==> src/rtl/bram_fifo_ctrl_pkg.sv <==
// Shared types and sizing helpers for the BRAM-backed FIFO controller.
package bram_fifo_ctrl_pkg;

    localparam int unsigned DATA_W_DEF = 36;
    localparam int unsigned ADDR_W_DEF = 9;

    // Output skid buffer occupancy; encoding doubles as the entry count.
    typedef enum logic [1:0] {
        SKID_EMPTY = 2'd0,
        SKID_ONE   = 2'd1,
        SKID_TWO   = 2'd2
    } skid_state_e;

    // COUNT must hold the value DEPTH itself, hence one bit wider than the address.
    function automatic int unsigned cnt_w(input int unsigned aw);
        return aw + 1;
    endfunction

    function automatic int unsigned depth(input int unsigned aw);
        return 32'd1 << aw;
    endfunction

endpackage

==> src/rtl/bram_fifo_ctrl_if.sv <==
// Push/pop handshakes plus both BRAM ports of the FIFO controller.
interface bram_fifo_ctrl_if
    import bram_fifo_ctrl_pkg::*;
#(
    parameter int unsigned data_w = DATA_W_DEF,
    parameter int unsigned addr_w = ADDR_W_DEF
) ();

    localparam int unsigned CNT_W = cnt_w(addr_w);

    logic              FLUSH;
    logic              WR_VALID;
    logic              WR_READY;
    logic [data_w-1:0] WR_DATA;
    logic              RD_VALID;
    logic              RD_READY;
    logic [data_w-1:0] RD_DATA;
    logic [CNT_W-1:0]  COUNT;

    logic              BRAM_ENA;
    logic              BRAM_WEA;
    logic [addr_w-1:0] BRAM_ADDRA;
    logic [data_w-1:0] BRAM_DIA;
    logic              BRAM_ENB;
    logic              BRAM_WEB;
    logic              BRAM_SSRB;
    logic [addr_w-1:0] BRAM_ADDRB;
    logic [data_w-1:0] BRAM_DOB;

    // Controller side.
    modport slave (
        input  FLUSH, WR_VALID, WR_DATA, RD_READY, BRAM_DOB,
        output WR_READY, RD_VALID, RD_DATA, COUNT,
        output BRAM_ENA, BRAM_WEA, BRAM_ADDRA, BRAM_DIA,
        output BRAM_ENB, BRAM_WEB, BRAM_SSRB, BRAM_ADDRB
    );

    // Core plus BRAM side.
    modport master (
        output FLUSH, WR_VALID, WR_DATA, RD_READY, BRAM_DOB,
        input  WR_READY, RD_VALID, RD_DATA, COUNT,
        input  BRAM_ENA, BRAM_WEA, BRAM_ADDRA, BRAM_DIA,
        input  BRAM_ENB, BRAM_WEB, BRAM_SSRB, BRAM_ADDRB
    );

endinterface

==> src/rtl/bram_fifo_skid.sv <==
// Two-entry output buffer absorbing the BRAM's registered read data.
module bram_fifo_skid
    import bram_fifo_ctrl_pkg::*;
#(
    parameter int unsigned data_w = DATA_W_DEF
) (
    input  logic              clk,
    input  logic              rst_n,
    input  logic              cap_valid,
    input  logic [data_w-1:0] cap_data,
    input  logic              pop,
    input  logic              flush,
    output logic [1:0]        occ,
    output logic              head_valid,
    output logic [data_w-1:0] head_data
);

    skid_state_e       state_q, state_d;
    logic [data_w-1:0] head_q, head_d;
    logic [data_w-1:0] tail_q, tail_d;

    always_ff @(posedge clk or negedge rst_n) begin
        if (!rst_n) begin
            state_q <= SKID_EMPTY;
            head_q  <= '0;
            tail_q  <= '0;
        end else begin
            state_q <= state_d;
            head_q  <= head_d;
            tail_q  <= tail_d;
        end
    end

    // The issue logic upstream never lets a capture land on a full buffer.
    always_comb begin
        state_d = state_q;
        head_d  = head_q;
        tail_d  = tail_q;
        if (flush) begin
            state_d = SKID_EMPTY;
        end else begin
            case (state_q)
                SKID_EMPTY: begin
                    if (cap_valid) begin
                        head_d  = cap_data;
                        state_d = SKID_ONE;
                    end
                end
                SKID_ONE: begin
                    case ({cap_valid, pop})
                        2'b10: begin
                            tail_d  = cap_data;
                            state_d = SKID_TWO;
                        end
                        2'b01: state_d = SKID_EMPTY;
                        2'b11: head_d = cap_data;
                        default: ;
                    endcase
                end
                SKID_TWO: begin
                    if (pop) begin
                        head_d = tail_q;
                        if (cap_valid) begin
                            tail_d = cap_data;
                        end else begin
                            state_d = SKID_ONE;
                        end
                    end
                end
                default: state_d = SKID_EMPTY;
            endcase
        end
    end

    assign occ        = 2'(state_q);
    assign head_valid = (state_q != SKID_EMPTY);
    assign head_data  = head_q;

endmodule

==> src/rtl/bram_fifo_ctrl.sv <==
// FIFO controller driving both ports of an external dual-port BRAM,
// with a skid buffer hiding the one-cycle read latency.
module bram_fifo_ctrl
    import bram_fifo_ctrl_pkg::*;
#(
    parameter int unsigned data_w = DATA_W_DEF,
    parameter int unsigned addr_w = ADDR_W_DEF
) (
    input logic             CLK,
    input logic             RST_N,
    bram_fifo_ctrl_if.slave bus
);

    localparam int unsigned CNT_W = cnt_w(addr_w);
    localparam int unsigned DEPTH = depth(addr_w);

    logic [addr_w-1:0] wptr_q, wptr_d;
    logic [addr_w-1:0] rptr_q, rptr_d;
    logic [CNT_W-1:0]  mem_cnt_q, mem_cnt_d;
    logic [CNT_W-1:0]  count_q, count_d;
    logic              inflight_q, inflight_d;

    logic              push_c;
    logic              pop_c;
    logic              issue_c;
    logic [1:0]        pend_c;
    logic [1:0]        skid_occ;
    logic              skid_valid;
    logic [data_w-1:0] skid_data;

    // Push is masked while in reset so port A stays quiet during an async clear.
    assign push_c  = bus.WR_VALID & bus.WR_READY & ~bus.FLUSH & RST_N;
    assign pop_c   = skid_valid & bus.RD_READY;
    assign pend_c  = skid_occ + {1'b0, inflight_q};
    assign issue_c = ~bus.FLUSH & (mem_cnt_q != '0)
                   & ((pend_c < 2'd2) | (pop_c & (pend_c == 2'd2)));

    always_ff @(posedge CLK or negedge RST_N) begin
        if (!RST_N) begin
            wptr_q     <= '0;
            rptr_q     <= '0;
            mem_cnt_q  <= '0;
            count_q    <= '0;
            inflight_q <= 1'b0;
        end else begin
            wptr_q     <= wptr_d;
            rptr_q     <= rptr_d;
            mem_cnt_q  <= mem_cnt_d;
            count_q    <= count_d;
            inflight_q <= inflight_d;
        end
    end

    always_comb begin
        wptr_d     = wptr_q;
        rptr_d     = rptr_q;
        mem_cnt_d  = mem_cnt_q;
        count_d    = count_q;
        inflight_d = 1'b0;
        if (bus.FLUSH) begin
            wptr_d    = '0;
            rptr_d    = '0;
            mem_cnt_d = '0;
            count_d   = '0;
        end else begin
            if (push_c) begin
                wptr_d = wptr_q + addr_w'(1);
            end
            if (issue_c) begin
                rptr_d = rptr_q + addr_w'(1);
            end
            mem_cnt_d  = mem_cnt_q + CNT_W'(push_c) - CNT_W'(issue_c);
            count_d    = count_q + CNT_W'(push_c) - CNT_W'(pop_c);
            inflight_d = issue_c;
        end
    end

    bram_fifo_skid #(
        .data_w(data_w)
    ) u_skid (
        .clk       (CLK),
        .rst_n     (RST_N),
        .cap_valid (inflight_q),
        .cap_data  (bus.BRAM_DOB),
        .pop       (pop_c),
        .flush     (bus.FLUSH),
        .occ       (skid_occ),
        .head_valid(skid_valid),
        .head_data (skid_data)
    );

    assign bus.WR_READY   = (count_q < CNT_W'(DEPTH));
    assign bus.RD_VALID   = skid_valid;
    assign bus.RD_DATA    = skid_data;
    assign bus.COUNT      = count_q;

    assign bus.BRAM_ENA   = push_c;
    assign bus.BRAM_WEA   = push_c;
    assign bus.BRAM_ADDRA = wptr_q;
    assign bus.BRAM_DIA   = bus.WR_DATA;
    assign bus.BRAM_ENB   = issue_c;
    assign bus.BRAM_ADDRB = rptr_q;
    assign bus.BRAM_WEB   = 1'b0;
    assign bus.BRAM_SSRB  = 1'b0;

endmodule

==> src/flat_wrapper.sv <==
// flat-port wrapper written by rule: the top's interface ports become plain ports
module bram_fifo_ctrl_flat import bram_fifo_ctrl_pkg::*;
#(
    parameter int unsigned data_w = DATA_W_DEF,
    parameter int unsigned addr_w = ADDR_W_DEF
)
  (CLK, RST_N, bus_FLUSH, bus_WR_VALID, bus_WR_DATA, bus_RD_READY, bus_BRAM_DOB, bus_WR_READY, bus_RD_VALID, bus_RD_DATA, bus_COUNT, bus_BRAM_ENA, bus_BRAM_WEA, bus_BRAM_ADDRA, bus_BRAM_DIA, bus_BRAM_ENB, bus_BRAM_WEB, bus_BRAM_SSRB, bus_BRAM_ADDRB);
  bram_fifo_ctrl_if #(.data_w(data_w), .addr_w(addr_w)) bus_i ();
  input logic CLK;
  input logic RST_N;
  input wire logic [$bits(bus_i.FLUSH)-1:0] bus_FLUSH;
  input wire logic [$bits(bus_i.WR_VALID)-1:0] bus_WR_VALID;
  input wire logic [$bits(bus_i.WR_DATA)-1:0] bus_WR_DATA;
  input wire logic [$bits(bus_i.RD_READY)-1:0] bus_RD_READY;
  input wire logic [$bits(bus_i.BRAM_DOB)-1:0] bus_BRAM_DOB;
  output wire logic [$bits(bus_i.WR_READY)-1:0] bus_WR_READY;
  output wire logic [$bits(bus_i.RD_VALID)-1:0] bus_RD_VALID;
  output wire logic [$bits(bus_i.RD_DATA)-1:0] bus_RD_DATA;
  output wire logic [$bits(bus_i.COUNT)-1:0] bus_COUNT;
  output wire logic [$bits(bus_i.BRAM_ENA)-1:0] bus_BRAM_ENA;
  output wire logic [$bits(bus_i.BRAM_WEA)-1:0] bus_BRAM_WEA;
  output wire logic [$bits(bus_i.BRAM_ADDRA)-1:0] bus_BRAM_ADDRA;
  output wire logic [$bits(bus_i.BRAM_DIA)-1:0] bus_BRAM_DIA;
  output wire logic [$bits(bus_i.BRAM_ENB)-1:0] bus_BRAM_ENB;
  output wire logic [$bits(bus_i.BRAM_WEB)-1:0] bus_BRAM_WEB;
  output wire logic [$bits(bus_i.BRAM_SSRB)-1:0] bus_BRAM_SSRB;
  output wire logic [$bits(bus_i.BRAM_ADDRB)-1:0] bus_BRAM_ADDRB;
  assign bus_i.FLUSH = bus_FLUSH;
  assign bus_i.WR_VALID = bus_WR_VALID;
  assign bus_i.WR_DATA = bus_WR_DATA;
  assign bus_i.RD_READY = bus_RD_READY;
  assign bus_i.BRAM_DOB = bus_BRAM_DOB;
  assign bus_WR_READY = bus_i.WR_READY;
  assign bus_RD_VALID = bus_i.RD_VALID;
  assign bus_RD_DATA = bus_i.RD_DATA;
  assign bus_COUNT = bus_i.COUNT;
  assign bus_BRAM_ENA = bus_i.BRAM_ENA;
  assign bus_BRAM_WEA = bus_i.BRAM_WEA;
  assign bus_BRAM_ADDRA = bus_i.BRAM_ADDRA;
  assign bus_BRAM_DIA = bus_i.BRAM_DIA;
  assign bus_BRAM_ENB = bus_i.BRAM_ENB;
  assign bus_BRAM_WEB = bus_i.BRAM_WEB;
  assign bus_BRAM_SSRB = bus_i.BRAM_SSRB;
  assign bus_BRAM_ADDRB = bus_i.BRAM_ADDRB;
  bram_fifo_ctrl #(.data_w(data_w), .addr_w(addr_w)) u_core (.CLK(CLK), .RST_N(RST_N), .bus(bus_i));
endmodule
==> config.mk <==
export PLATFORM = sky130hd
export DESIGN_NAME = bram_fifo_ctrl_flat
export DESIGN_NICKNAME = d
export VERILOG_FILES = /design/src/rtl/bram_fifo_ctrl_pkg.sv /design/src/rtl/bram_fifo_ctrl_if.sv /design/src/rtl/bram_fifo_skid.sv /design/src/rtl/bram_fifo_ctrl.sv /design/src/flat_wrapper.sv
export SDC_FILE = /design/constraint.sdc
export NUM_CORES = 1
export LEC_CHECK = 0
export CORE_MARGIN = 4
export CORE_UTILIZATION = 44
export CTS_BUF_LIST = sky130_fd_sc_hd__clkbuf_4 sky130_fd_sc_hd__clkbuf_8
export CTS_CLUSTER_SIZE = 40
export DETAILED_ROUTE_END_ITERATION = 12
export GPL_TIMING_DRIVEN = 0
export PLACE_DENSITY = 0.78
export SLEW_MARGIN = 10
export SYNTH_ARGS = -nofsm -noshare
export SYNTH_HDL_FRONTEND = slang
export SYNTH_SLANG_ARGS = --single-unit
==> constraint.sdc <==
create_clock -name CLK -period 3.1 [get_ports CLK]
set_input_delay 0.31 -clock CLK [delete_from_list [all_inputs] [get_ports CLK]]
set_output_delay 0.31 -clock CLK [all_outputs]
set_load 0.02 [all_outputs]
; ---- Word level (Yosys, flattened, before mapping)
; Cells that the tools add are included.
[op_classes]
magnitude_cmp = 2
reduce_logical = 10
n_mux = 20
bitwise_logic = 9
add_sub_neg = 7
n_eq_ne = 15
[op_table]
columns = op, count
row1 = $mux W36, 5
row2 = $pmux W36 S3, 1
row3 = $pmux W36 S2, 1
row4 = $mux W9, 4
row5 = $add A10 B1 Y10, 2
row6 = $mux W10, 2
row7 = $sub A10 B1 Y10, 2
row8 = $add A9 B1 Y9 const B, 2
row9 = $lt A10 B10 Y1 const B, 1
row10 = $reduce_and A5 Y1, 2
row11 = $reduce_bool A10 Y1, 1
row12 = $eq A2 B2 Y1 const B, 4
row13 = $mux W2, 4
row14 = $ne A2 B1 Y1 const B, 4
row15 = $reduce_bool A2 Y1, 4
row16 = $and A1 B1 Y1, 7
row17 = $ne A3 B2 Y1 const B, 2
row18 = $pmux W2 S3, 1
row19 = $eq A2 B1 Y1 const B, 2
row20 = $ne A4 B3 Y1 const B, 1
row21 = $pmux W2 S2, 1
row22 = $reduce_and A4 Y1, 1
row23 = $ne A3 B3 Y1 const B, 1
row24 = $reduce_bool A3 Y1, 1
row25 = 7 further kinds, 7
[totals]
word_cells = 71
input_bits = 77
output_inout_bits = 107
ff_bits = 113

; ---- Logic depth before layout (Yosys ltp)
[depth]
ltp_word = 7
ltp_mapped = 14
ltp_nobuf = 14

; ---- Modules after synthesis
; A second synthesis with hierarchy kept.
[unflattened]
hier_cells = 516
hier_area_um2 = 6172.2
[modules_own_cells]
columns = mod, cells_each, seq_area_each_um2, area_per_inst_um2, n_inst
row1 = bram_fifo_skid, 211, 1851.8, 3373.2, 1
row2 = bram_fifo_ctrl, 305, 975.9, 2798.9, 1

; ---- Worst setup path before layout
; No wires, ideal clock.
[synth_timing]
path_kind = reg2reg
from = register u_core.u_skid.state_q[0], in the netlist u_core.u_skid.occ[0]
to = register u_core.mem_cnt_q[8]
setup_time_ns = 0.132
synth_period_minus_slack_ns = 3.288
stages_incl_launch_ff = 15
path_slack_ns = -0.188
t_arrival_ns = 3.156
n_path_buf = 0
t_required_ns = 2.968
cell_sequence = dfrtp_1 > inv_1 > ha_1 > nor3b_2 > o32ai_2 > nor2_1 > ha_1 > inv_1 > ha_1 > fa_1 > a21o_1 > a211oi_1 > a221oi_1 > o21ai_0 > o31ai_1
[synth_via]
elab_chain_cells = 7
word_cells_on_any_way = 10
cone_classes = add/sub: 2 / order compare: 1 / eq/ne: 1 / mux: 1 / bitwise: 4 / reduce/logical: 1
[synth_rtl]
columns = item, line
row1 = start: declaration, bram_fifo_skid.sv:18  ; skid_state_e state_q, state_d;
row2 = start signal: assignment, bram_fifo_skid.sv:28  ; state_q <= state_d;
row3 = $add A2 B1 Y2 / $reduce_bool A2 Y1 (equally long branches), "bram_fifo_ctrl.sv:34, bram_fifo_skid.sv:76"
row4 = $eq A2 B2 Y1 / $and A1 B1 Y1 (equally long branches), "bram_fifo_ctrl.sv:36, bram_fifo_ctrl.sv:33"
row5 = $and A1 B1 Y1, bram_fifo_ctrl.sv:36  ; & ((pend_c < 2'd2) | (pop_c & (pend_c == 2'd2)));
row6 = $or A1 B1 Y1 (*), bram_fifo_ctrl.sv:36
row7 = $and A1 B1 Y1 (*), bram_fifo_ctrl.sv:36
row8 = via bus_BRAM_ENB, flat_wrapper.sv:24  ; output wire logic [$bits(bus_i.BRAM_ENB)-1:0] bus_BRAM_ENB;
row9 = $sub A10 B1 Y10 (*), bram_fifo_ctrl.sv:72  ; mem_cnt_d = mem_cnt_q + CNT_W'(push_c) - CNT_W'(issue_c);
row10 = $mux W10 (*), bram_fifo_ctrl.sv:60  ; if (bus.FLUSH) begin
row11 = via u_core.mem_cnt_d[8], bram_fifo_ctrl.sv:19  ; logic [CNT_W-1:0] mem_cnt_q, mem_cnt_d;
row12 = end signal: assignment, bram_fifo_ctrl.sv:48  ; mem_cnt_q <= mem_cnt_d;
row13 = end: declaration, bram_fifo_ctrl.sv:19
; The timed path passes the listed nets; every way through them passes the cells marked *.
; A chain may end at the register's enable or synchronous reset.

; ---- Worst setup path in the final report
[layout_timing]
from = input port RST_N
to = register u_core.mem_cnt_q[6]
[layout_via]
elab_chain_cells = 4
[layout_rtl]
columns = item, line
row1 = start: declaration, flat_wrapper.sv:10  ; input logic RST_N;
row2 = $and A1 B1 Y1, bram_fifo_ctrl.sv:32  ; assign push_c = bus.WR_VALID & bus.WR_READY & ~bus.FLUSH & RST_N;
row3 = $add A10 B1 Y10, bram_fifo_ctrl.sv:72
row4 = $sub A10 B1 Y10, bram_fifo_ctrl.sv:72
row5 = $mux W10, bram_fifo_ctrl.sv:60
row6 = via u_core.mem_cnt_d[6], bram_fifo_ctrl.sv:19
; The timed path passes the listed nets, and every way through them passes these cells.

==> flow_summary.yaml <==
status:
  outcome: "completed"
finish:
  finalNonFillerCells: 945
  drive_gt1_frac: 0.2250
  finalInstanceArea_sq_mm: 0.008566
  antenna_cells: 0
  final_nets: 868
  final_util: 0.6367
  area_delta_synth_final_pct: 39.23
cts:
  cts.path.max_buffers: 2
  cts.sinks: 113
  cts_made_buffers: 17
  cts_root_buf: "clkbuf_8"
  clk_latency_ns: 0.44
  htreeDepth: 4
  path_clk_slew_ns: 0.06
  cts_tree: "done"
floorplan:
  start_util: 0.4573
  fp.coreArea_sq_mm: 0.01345
  io_pins: 184
  num_rows: 42
  dieHeight_um: 126.2
  die_w_um: 126.2
  dieArea_sq_mm: 0.01594
setup_path:
  r2r_cells: 13
  cp.required_ns: 3.40
  r2r_end: "u_core.mem_cnt_q[6]"
  r2r-start: "u_core.u_skid.occ[0]"
  startpoint_type: "input port"
  worstSetupStartpoint: "RST_N"
  r2r_setup_slack_ns: 0.10
  path_class: "input port to flop"
  endpoint_kind: "flop"
  critical_path_arrival_ns: 3.34
  cp_max_fo: 4
timing:
  finalSetupViolCount: 0
  relSlewSlack: 0.5364
  fin_skew_ns: 0.006955
  whs_ns: 0.2886
  max_freq_mhz: 329.1
  rsz0062_at_grt: "yes"
  period_needed_ns: 3.039
  timing.final.crit_share: 0.9803
  slew_viol_final: 0
  worst_pin_slew_ns: 0.6928
  tns_ns: 0
  hold_violations: 0
logic_synthesis:
  syn_avg_cell_area_sq_um: 10.76
  yosysTopAreaCell: "dfrtp_1"
  synth.cell_area_sq_mm: 0.006152
  yosysUniqueCellTypes: 55
  ys.flop_type: "dfrtp_1"
  synth_top_area_share: 0.4596
  ys_seq_area_frac: 0.4596
  synth-edff-count: 0
  synth.area.top_cells: "dfrtp_1, mux2i_1, ha_1, mux2_2, buf_4"
  synthCells: 572
  async_flop_share: 1.000
  synth-seq-cells: 113
  synth_warnings: 0
route:
  viasPerCell: 5.317
  vias: 5025
  route.detailed.drc: 0
  dr.pass1.iters: 4
  wl_per_cell_um: 16.97
  ant_nets: 0
  routed_wl_um: 16040
  drtIter0Drc: 254
power_and_ir_drop:
  pwr-share-seq: 0.295
  switching_power_uw: 3379
  p_int_uw: 5059
  switching_share: 0.4004
  power_density_mw_per_mm2: 985.0
  irDropWorstVdd_mv: 0.5931
  p_clk_frac: 0.156
  pwr-share-comb: 0.549
  power.leakage_uw: 0.003650
run:
  drv_cap: 0
min_path:
  hold_path_end: "u_core.bus.BRAM_ADDRB[1]"
  min-delay-start: "bus_FLUSH"
  min_path_type: "input port to flop"
  hold_depth: 4
grt:
  grt_pass1_wl_um: 25880
  antenna_found_initial: 0
  grtUsageTotal: 0.2016
  grt_overflow: 0
  grt_pass1_vias: 5347
  grt_max_degree: 60
place:
  place_congestion: 0.8795
  place_area_sq_mm: 0.007865
  io_buffers: 144
  dp_cells: 894
  place_hpwl_um: 11500
## power by group through the flow
stage | registers [uW] | logic, uW | clock network, uW
global placement | 2480 | 4120 | 0
floorplan | 2780 | 2560 | 0
global route | 2560 | 5050 | 1420
finish | 2490 | 4630 | 1320
CTS | 2490 | 4360 | 1350
detailed placement | 2510 | 4280 | 0
## metal layers
| layer | global-route usage | vias up | routed length [um] |
|---|---|---|---|
| met5 | 0 | - | 0 |
| met4 | 0.07823 | 0 | 298 |
| met3 | 0.07113 | 28 | 1316 |
| met2 | 0.3443 | 215 | 7954 |
| met1 | 0.2323 | 2438 | 6469 |
| li1 | - | 2344 | - |
## synth_stat cells, drive strengths merged, types with 3 or more instances
| cell | n |
|---|---|
| o21ai | 14 |
| o22ai | 3 |
| nor3 | 3 |
| mux2i | 39 |
| xor2 | 6 |
| ha | 31 |
| nand2 | 18 |
| nand2b | 8 |
| a21oi | 48 |
| nor2b | 10 |
| xnor2 | 14 |
| nand4 | 4 |
| inv | 37 |
| a211oi | 3 |
| buf | 55 |
| nor2 | 31 |
| or3 | 3 |
| o31ai | 3 |
| nand3b | 6 |
| mux2 | 38 |
| a31oi | 38 |
| dfrtp | 113 |
| clkbuf | 12 |
| nand3 | 7 |
## area by class of cell
| type | count | area [sq um] |
|---|---|---|
| sequential | 113 | 2830 |
| clock inverter | 6 | 55.05 |
| timing repair buffer | 166 | 1697 |
| fill | 1073 | 4887 |
| clock buffer | 24 | 317.8 |
| multi-input combinational | 356 | 2865 |
| tap | 176 | 220.2 |
| inverter | 37 | 138.9 |
| buffer | 67 | 441.7 |
## placed cells by master (no fill, tap or decap), drive strengths merged, types with 2 or more instances in the layout
cell,n
or3,3
o21ai,14
ha,31
nor2b,10
mux2,38
nor3,3
fa,2
nor2,31
nand4,4
nand2,18
o21bai,2
o31ai,3
o21a,2
dlygate4sd3,2
dfrtp,113
a21oi,48
o22ai,3
nor3b,2
xnor2,14
clkdlybuf4s50,143
inv,37
o221ai,2
nand3,7
conb,2
a31oi,38
mux2i,39
buf,76
nand3b,6
nand2b,8
nor4,2
and3,2
a211oi,3
clkinv,5
clkbuf,36
xor2,6
## repair_timing
action | CTS | global route
setup buffers | 1 | 15
pin swaps | 2 | 11
endpoints found under the setup margin | 4 | 6
resized for setup | 4 | 23
endpoints found under the hold margin | 54 | 0
hold buffers | 5 | 0
## state kept, by name (all words and copies together) (netlist names)
register and cells:
u_core.u_skid.head_data 36, u_core.bus.BRAM_ADDRA 9, u_core.u_skid.tail_q 36, u_core.mem_cnt_q 10
u_core.u_skid.occ 2, u_core.bus.COUNT 10, u_core.inflight_q 1, u_core.bus.BRAM_ADDRB 9
## how the worst max path moves through the flow
stage	end	slack [ns]	depth (start not counted)
final	u_core.mem_cnt_q[6]	0.06	15
after global routing	u_core.mem_cnt_q[6]	-0.04	13
after CTS	u_core.mem_cnt_q[8]	0.02	14
after detailed placement	u_core.mem_cnt_q[8]	-0.65	14
after global placement	u_core.mem_cnt_q[8]	-4.22	13
after floorplan	u_core.mem_cnt_q[8]	0.06	14
## cells by family after synthesis
kind of cell	after synthesis	synth area share
xor gates and xnor gates	20	0.02847
DFF	113	0.4596
AOI/OAI and AO/OA	122	0.1222
muxes	77	0.1354
and+or+nand+nor	102	0.09009
buffers and inverters	104	0.09396
adders and majority gates	33	0.06955
other	1	0.0006095
## worst max-delay path, cell delays in order
cell and delay (ns):
dlygate4sd3_1 0.56, buf_8 0.13, buf_16 0.11, nor4bb_1 0.27, buf_4 0.19, inv_1 0.08, ha_4 0.27, inv_2 0.03
ha_4 0.15, fa_2 0.37, a21o_1 0.22, a211oi_2 0.28, o21bai_1 0.14, xnor2_1 0.17, nor2_1 0.06
## stage by stage
stage	worst slack, ns	total power, uW
2_1_floorplan	0.06088	5344
3_3_place_gp	-4.223	6593
3_5_place_dp	-0.6532	6789
4_1_cts	0.01609	8195
5_1_grt	-0.04111	9026
6_report	0.06119	8437
Note: power is estimated with default switching activity, not from simulation.
